===== src/rtl/mips_control_fsm.sv =====
// Multicycle MIPS control unit: FETCH/DECODE/EXECUTE/MEMORY/WRITEBACK FSM driving datapath controls.
// Optional macro CTRL_ILLEGAL_TRAP_EN: illegal opcode/funct parks the FSM in TRAP until rst.
module mips_control_fsm #(
    parameter int unsigned CNT_W = 16,
    parameter int unsigned IMM_W = 16
) (
    input  logic             clk,
    input  logic             rst,
    input  logic [31:0]      instr,
    output logic             br,
    output logic             regdst,
    output logic             enable,
    output logic             alusrc,
    output logic [31:0]      sign,
    output logic [3:0]       sel,
    output logic             memread,
    output logic             memwrite,
    output logic             memtoreg,
    output logic             pc_en,
    output logic             ir_en,
    output logic             done,
    output logic [CNT_W-1:0] retired,
    output logic             illegal
);

    typedef enum logic [2:0] {
        StFetch, StDecode, StExecute, StMemory, StWriteback, StTrap
    } state_e;

    localparam logic [5:0] OpRtype = 6'h00;
    localparam logic [5:0] OpLw    = 6'h23;
    localparam logic [5:0] OpSw    = 6'h2B;
    localparam logic [5:0] OpBeq   = 6'h04;
    localparam logic [5:0] OpAddi  = 6'h08;
    localparam logic [3:0] SelAdd  = 4'b0010;
    localparam logic [3:0] SelSub  = 4'b0110;

`ifdef CTRL_ILLEGAL_TRAP_EN
    localparam state_e IllegalNext = StTrap;
`else
    localparam state_e IllegalNext = StFetch;
`endif

    state_e           state_q, state_d;
    logic [31:0]      ir_q, ir_d;
    logic [CNT_W-1:0] retired_q, retired_d;
    logic             illegal_q, illegal_d;

    logic [5:0]  opcode, funct;
    logic [3:0]  rsel;
    logic        funct_ok, opcode_ok;
    logic [31:0] sign_c;
    logic        br_c, regdst_c, enable_c, alusrc_c, memread_c, memwrite_c;
    logic        memtoreg_c, pc_en_c, ir_en_c, done_c;
    logic [3:0]  sel_c;

    // rs/rt/rd fields are consumed by the datapath, not by control.
    logic unused_ir;
    assign unused_ir = ^ir_q[25:16];

    assign opcode    = ir_q[31:26];
    assign funct     = ir_q[5:0];
    assign sign_c    = {{(32-IMM_W){ir_q[IMM_W-1]}}, ir_q[IMM_W-1:0]};
    assign opcode_ok = opcode inside {OpRtype, OpLw, OpSw, OpBeq, OpAddi};

    always_comb begin
        rsel     = 4'b0000;
        funct_ok = 1'b1;
        unique case (funct)
            6'h20:   rsel = SelAdd;
            6'h22:   rsel = SelSub;
            6'h24:   rsel = 4'b0000;
            6'h25:   rsel = 4'b0001;
            6'h2A:   rsel = 4'b0111;
            default: funct_ok = 1'b0;
        endcase
    end

    always_comb begin
        state_d    = state_q;
        ir_d       = ir_q;
        illegal_d  = illegal_q;
        br_c       = 1'b0;
        regdst_c   = 1'b0;
        enable_c   = 1'b0;
        alusrc_c   = 1'b0;
        sel_c      = 4'b0000;
        memread_c  = 1'b0;
        memwrite_c = 1'b0;
        memtoreg_c = 1'b0;
        pc_en_c    = 1'b0;
        ir_en_c    = 1'b0;
        done_c     = 1'b0;
        unique case (state_q)
            StFetch: begin
                ir_en_c = 1'b1;
                pc_en_c = 1'b1;
                ir_d    = instr;
                state_d = StDecode;
            end
            StDecode: begin
                illegal_d = !opcode_ok;
                state_d   = opcode_ok ? StExecute : IllegalNext;
            end
            StExecute: begin
                unique case (opcode)
                    OpRtype: begin
                        sel_c = rsel;
                        if (funct_ok) begin
                            state_d = StWriteback;
                        end else begin
                            illegal_d = 1'b1;
                            state_d   = IllegalNext;
                        end
                    end
                    OpLw, OpSw: begin
                        alusrc_c = 1'b1;
                        sel_c    = SelAdd;
                        state_d  = StMemory;
                    end
                    OpAddi: begin
                        alusrc_c = 1'b1;
                        sel_c    = SelAdd;
                        state_d  = StWriteback;
                    end
                    OpBeq: begin
                        sel_c   = SelSub;
                        br_c    = 1'b1;
                        done_c  = 1'b1;
                        state_d = StFetch;
                    end
                    default: state_d = StFetch;
                endcase
            end
            StMemory: begin
                if (opcode == OpLw) begin
                    memread_c = 1'b1;
                    alusrc_c  = 1'b1;
                    sel_c     = SelAdd;
                    state_d   = StWriteback;
                end else begin
                    memwrite_c = 1'b1;
                    done_c     = 1'b1;
                    state_d    = StFetch;
                end
            end
            StWriteback: begin
                enable_c = 1'b1;
                done_c   = 1'b1;
                state_d  = StFetch;
                if (opcode == OpRtype) begin
                    regdst_c = 1'b1;
                    sel_c    = rsel;
                end else begin
                    memtoreg_c = (opcode == OpLw);
                    alusrc_c   = 1'b1;
                    sel_c      = SelAdd;
                end
            end
            StTrap: state_d = StTrap;
            default: state_d = StFetch;
        endcase
        retired_d = done_c ? retired_q + CNT_W'(1) : retired_q;
    end

    always_ff @(posedge clk) begin
        if (rst) begin
            state_q   <= StFetch;
            ir_q      <= '0;
            retired_q <= '0;
            illegal_q <= 1'b0;
        end else begin
            state_q   <= state_d;
            ir_q      <= ir_d;
            retired_q <= retired_d;
            illegal_q <= illegal_d;
        end
    end

    // All outputs read 0 while reset is asserted, even though the reset state is FETCH.
    always_comb begin
        br       = !rst && br_c;
        regdst   = !rst && regdst_c;
        enable   = !rst && enable_c;
        alusrc   = !rst && alusrc_c;
        memread  = !rst && memread_c;
        memwrite = !rst && memwrite_c;
        memtoreg = !rst && memtoreg_c;
        pc_en    = !rst && pc_en_c;
        ir_en    = !rst && ir_en_c;
        done     = !rst && done_c;
        illegal  = !rst && illegal_q;
        sel      = rst ? 4'b0000 : sel_c;
        sign     = rst ? 32'h0 : sign_c;
        retired  = rst ? '0 : retired_q;
    end

endmodule


===== config.mk =====
export PLATFORM = sky130hd
export DESIGN_NAME = mips_control_fsm
export DESIGN_NICKNAME = d
export VERILOG_FILES = /design/src/rtl/mips_control_fsm.sv
export SDC_FILE = /design/constraint.sdc
export NUM_CORES = 1
export LEC_CHECK = 0
export CORE_MARGIN = 8
export CORE_UTILIZATION = 25
export CTS_CLUSTER_SIZE = 14
export DETAILED_ROUTE_END_ITERATION = 6
export GPL_TIMING_DRIVEN = 0
export PLACE_DENSITY = 0.57
export SYNTH_ARGS = -nofsm -noshare
export SYNTH_HDL_FRONTEND = slang
export SYNTH_SLANG_ARGS = --single-unit

===== constraint.sdc =====
create_clock -name clk -period 2.9 [get_ports clk]
set_input_delay 0.29 -clock clk [delete_from_list [all_inputs] [get_ports clk]]
set_output_delay 0.29 -clock clk [all_outputs]
set_load 0.01 [all_outputs]

# Word-level counts from Yosys, hierarchy flattened
# Cells that the tools add are included.
classes:
  n_eq_ne: 16
  reduce_logical: 20
  n_addsub: 1
  n_mux: 33
op_table:
  columns: ["op", "count"]
  rows:
  - ["$eq A6 B6 Y1 const B", 7]
  - ["$mux W32", 1]
  - ["$pmux W4 S3", 2]
  - ["$mux W1", 17]
  - ["$add A16 B1 Y16 const B", 1]
  - ["$mux W16", 1]
  - ["$pmux W3 S5", 1]
  - ["$pmux W3 S4", 1]
  - ["$logic_and A1 B1 Y1", 10]
  - ["$pmux W3 S3", 1]
  - ["$mux W4", 2]
  - ["$eq A3 B2 Y1 const B", 2]
  - ["$eq A3 B3 Y1 const B", 2]
  - ["$eq A6 B3 Y1 const B", 1]
  - ["$eq A6 B4 Y1 const B", 1]
  - ["$logic_not A6 Y1", 1]
  - ["$mux W3", 2]
  - ["$pmux W1 S3", 2]
  - ["$reduce_bool A5 Y1", 1]
  - ["$reduce_or A5 Y1", 1]
  - ["$mux W2", 2]
  - ["$ne A2 B2 Y1 const B", 2]
  - ["$eq A3 B1 Y1 const B", 1]
  - ["$logic_not A3 Y1", 1]
  - ["6 further kinds", 7]
word_totals:
  regBits: 52
  word_cells: 74

# Depth between registers and ports, before layout
logic_depth:
  ltp_word: 6
  ltp_mapped: 7
  depth_no_buf: 5

# Least setup slack after synthesis
# Ideal clock, no wire load.
synth_path:
  path_type: "register to output"
  startpoint: "reg state_q[1]"
  endpoint: "out pc_en"
  stages_incl_launch_ff: 7
  slack_ns: 0.784
  n_path_buf: 4
  t_arrival_ns: 1.826
  t_required_ns: 2.610
  cell_sequence: "dfxtp_1 clkbuf_1 or3_1 clkbuf_1 nor2_1 clkbuf_1 buf_4"
synth_between:
  elab_chain_len: 3
synth_lines:
  columns: ["element", "line_no", "text"]
  rows:
  - ["start: declaration", "44", "state_e state_q, state_d;"]
  - ["start signal: assignment", "168", "state_q <= StFetch;"]
  - ["start signal: assignment", "173", "state_q <= state_d;"]
  - ["$logic_not A3 Y1", null, null]
  - ["$mux W1", null, null]
  - ["$logic_and A1 B1 Y1", null, null]
  - ["end: declaration", "19", "output logic pc_en,"]
# Every way passes these cells.

# Worst setup path after layout
layout_path:
  startpoint: "reg ir_q[31]"
  endpoint: "out br"
layout_between:
  elab_chain_len: 4
layout_lines:
  columns: ["element", "line_no", "text"]
  rows:
  - ["start: declaration", "45", "logic [31:0] ir_q, ir_d;"]
  - ["start signal: assignment", "174", "ir_q <= ir_d;"]
  - ["$eq A6 B3 Y1", "106", "unique case (opcode)"]
  - ["$mux W1", "106", null]
  - ["$mux W1", "94", "unique case (state_q)"]
  - ["$logic_and A1 B1 Y1", "182", "br = !rst && br_c;"]
  - ["end: declaration", "10", "output logic br,"]
# Every way passes these cells.

==> flow_metrics.env <==
export IMPL_status="complete, no violations"
export IMPL_synth_top_area_cell="dfxtp_1"
export IMPL_final_setup_viol_count=0
export IMPL_design_power_total_mw=1.61
export IMPL_syn_nets=317
export IMPL_critical_path_slowest_cell="clkdlybuf4s50_1"
export IMPL_coreArea_sq_um=9060
export IMPL_drv_slew=0
export IMPL_die_area_sq_um=12500
export IMPL_antenna_found_initial=0
export IMPL_gp_congestion=0.836
export IMPL_synth_warnings=0
export IMPL_cts_tree="yes"
export IMPL_drt_wl_total_mm=7.06
export IMPL_ant_nets=0
export IMPL_vias=2265
export IMPL_crit_path_end="br"
export IMPL_whs_path_depth=1
export IMPL_min_path_type="reg -> reg"
export IMPL_initial_core_util=0.253
export IMPL_hold_buffers=0
export IMPL_syn_area_sq_um=2290
export IMPL_synth_most_common_cell="dfxtp_1"
export IMPL_cp_data_required_time_ps=2610
export IMPL_clk_latency_ps=300
export IMPL_synthFlopType="dfxtp_1"
export IMPL_rr_worst_depth=6
export IMPL_fin_tns_setup_ps=0
export IMPL_syn_inst=282
export IMPL_holdCritStartpoint="retired_q[13]"
export IMPL_io_buffers=85
export IMPL_drc=0
export IMPL_cpPeakStageDelay_ps=560
export IMPL_rsz0062_at_grt="false"
export IMPL_worst_slew_pin_transition_ps=611
export IMPL_cts_made_buffers=5
export IMPL_synth_top_area_frac=0.366
export IMPL_crit_family="simple AND/OR/NAND/NOR gates"
export IMPL_cp_num_buf_inv=2
export IMPL_final_period_utilization=0.952
export IMPL_post_route_util=0.386
export IMPL_worstPathArrival_ps=2470
export IMPL_fp_dieH_um=112
export IMPL_diodes=0
export IMPL_syn_avg_cell_area_sq_um=8.14
export IMPL_fp_dieW_um=112
export IMPL_hold_violations=0
export IMPL_viasPerCell=4.63
export IMPL_synth_cell_types=49
export IMPL_grt_max_degree=19
export IMPL_ys_seq_area_frac=0.366
export IMPL_synth_edf_count=0
export IMPL_grt_pass1_wl_mm=11.3
export IMPL_cts_htree_levels=2
export IMPL_nets=412
export IMPL_worst_path_stages=5
export IMPL_io_pins=97
export IMPL_dp_hpwl_mm=5.46
export IMPL_gr_usage_all_layers=0.110
export IMPL_power_density_nw_per_um2=462
export IMPL_ys_seq_elements=42
export IMPL_clockBufferDepth=2
export IMPL_path_clk_slew_ps=90
export IMPL_synth_area_leaders="dfxtp_1 37%, nor2b_1 9.0%, o22a_1 6.5%, buf_4 5.9%, nor2_1 4.3%"
export IMPL_rows=35
export IMPL_rr_startpoint="ir_q[28]"
export IMPL_rrSetupSlack_ps=670
export IMPL_max_vdd_ir_drop_v=0.000293
export IMPL_wl_per_cell_um=14.4
export IMPL_fin_skew_ps=11.5
export IMPL_startpoint="ir_q[31]"
export IMPL_area_delta_synth_final_pct=52.5
export IMPL_worst_setup_path_start_kind="flip-flop"
export IMPL_drive_gt1_frac=0.140
export IMPL_period_needed_ps=2760
export IMPL_worstPathCellList="or4_1 > buf_2 > or3_1 > nor2_1 > clkdlybuf4s50_1"
export IMPL_cp_end_kind="primary output"
export IMPL_drt_iter0_drc=78
export IMPL_slew_headroom=0.589
export IMPL_final_cells=489
export IMPL_root_buffer="clkbuf_8"
export IMPL_dr_pass1_iters=4
export IMPL_p_leak_nw=1.42
export IMPL_place_inst=478
export IMPL_grt_overflow=0
export IMPL_grt_pass1_vias=2164
export IMPL_drv_cap=0
export IMPL_rr_endpoint="retired_q[15]"
export IMPL_cts_sinks=42
export IMPL_critPathMaxFanout=6
export IMPL_path_class="reg -> out"
export IMPL_synth_common_cells="42 x dfxtp_1, 33 x nor2b_1, 26 x nor2_1"
export IMPL_nFillCells=909
export IMPL_clock_fmax_ghz=0.362
export IMPL_synthArstFlopShare=0
metal layers:
metal / wire length [um] / vias to the layer above / track usage
met5: 0 / - / 0
met4: 68 / 0 / 0.0328
met3: 347 / 4 / 0.0260
met2: 3380 / 59 / 0.186
met1: 3260 / 1033 / 0.135
li1: - / 1169 / -
state kept, by name, summed over array words and instances (netlist names):
register   cells
state_q        3
ir_q          22
retired_q     16
illegal_q      1
kinds of logic after synthesis:
kind of cell    synth area share
fa+ha+maj                0.00545
flops                      0.366
mux                       0.0245
other cells              0.00163
xor+xnor                  0.0115
buf+inv                    0.105
compound gates             0.189
simple gates               0.296
stage by stage:
step / cell area [sq um] / setup slack [ps] / hold WS, ps
2_1_floorplan: 2290 / 784 / 426
3_3_place_gp: 3280 / -304 / 457
3_5_place_dp: 3280 / -324 / 467
4_1_cts: 3460 / 11.4 / 480
5_1_grt: 3500 / 18.9 / 494
6_report: 3500 / 138 / 483
what timing repair did:
action,in CTS,in global routing
buffers inserted,1,3
endpoints found under the setup margin,25,15
pin swaps,1,2
resized for setup,11,8
gates cloned,0,0
placed cells by master, fill, tap and decap left out, types with 7 or more instances in the layout:
cell type / instances
clkdlybuf4s50_1: 81
dfxtp_1: 41
nor2b_1: 32
nor2_1: 25
nand2_1: 24
buf_4: 22
o22a_1: 17
nor3_1: 14
o21ai_0: 11
a21oi_1: 11
inv_1: 7
clkbuf_1: 7
worst min-delay path by stage:
stage	end	slack, ps
after detailed placement	retired_q[13]	470
after global placement	retired_q[13]	460
final	retired_q[13]	480
after global routing	retired_q[13]	490
after CTS	retired_q[13]	480
after floorplan	ir_q[26]	430
cell type report:
cell class	instances	area (sq um)	area share
Buffer	34	220	0.0629
Clock buffer	5	68.8	0.0197
Clock inverter	3	68.8	0.0197
Inverter	7	26.3	0.00751
Multi-Input combinational cell	198	1240	0.355
Sequential cell	42	842	0.241
Tap cell	111	139	0.0397
Timing Repair Buffer	89	891	0.255
where the power goes:
part / internal, mW / switching, mW / leakage (nW)
clock network: 0.345 / 0.217 / 0.0683
logic: 0.219 / 0.177 / 1.01
registers: 0.624 / 0.0321 / 0.345
total: 1.19 / 0.427 / 1.42
No activity file was read; power rests on OpenSTA's default activity.
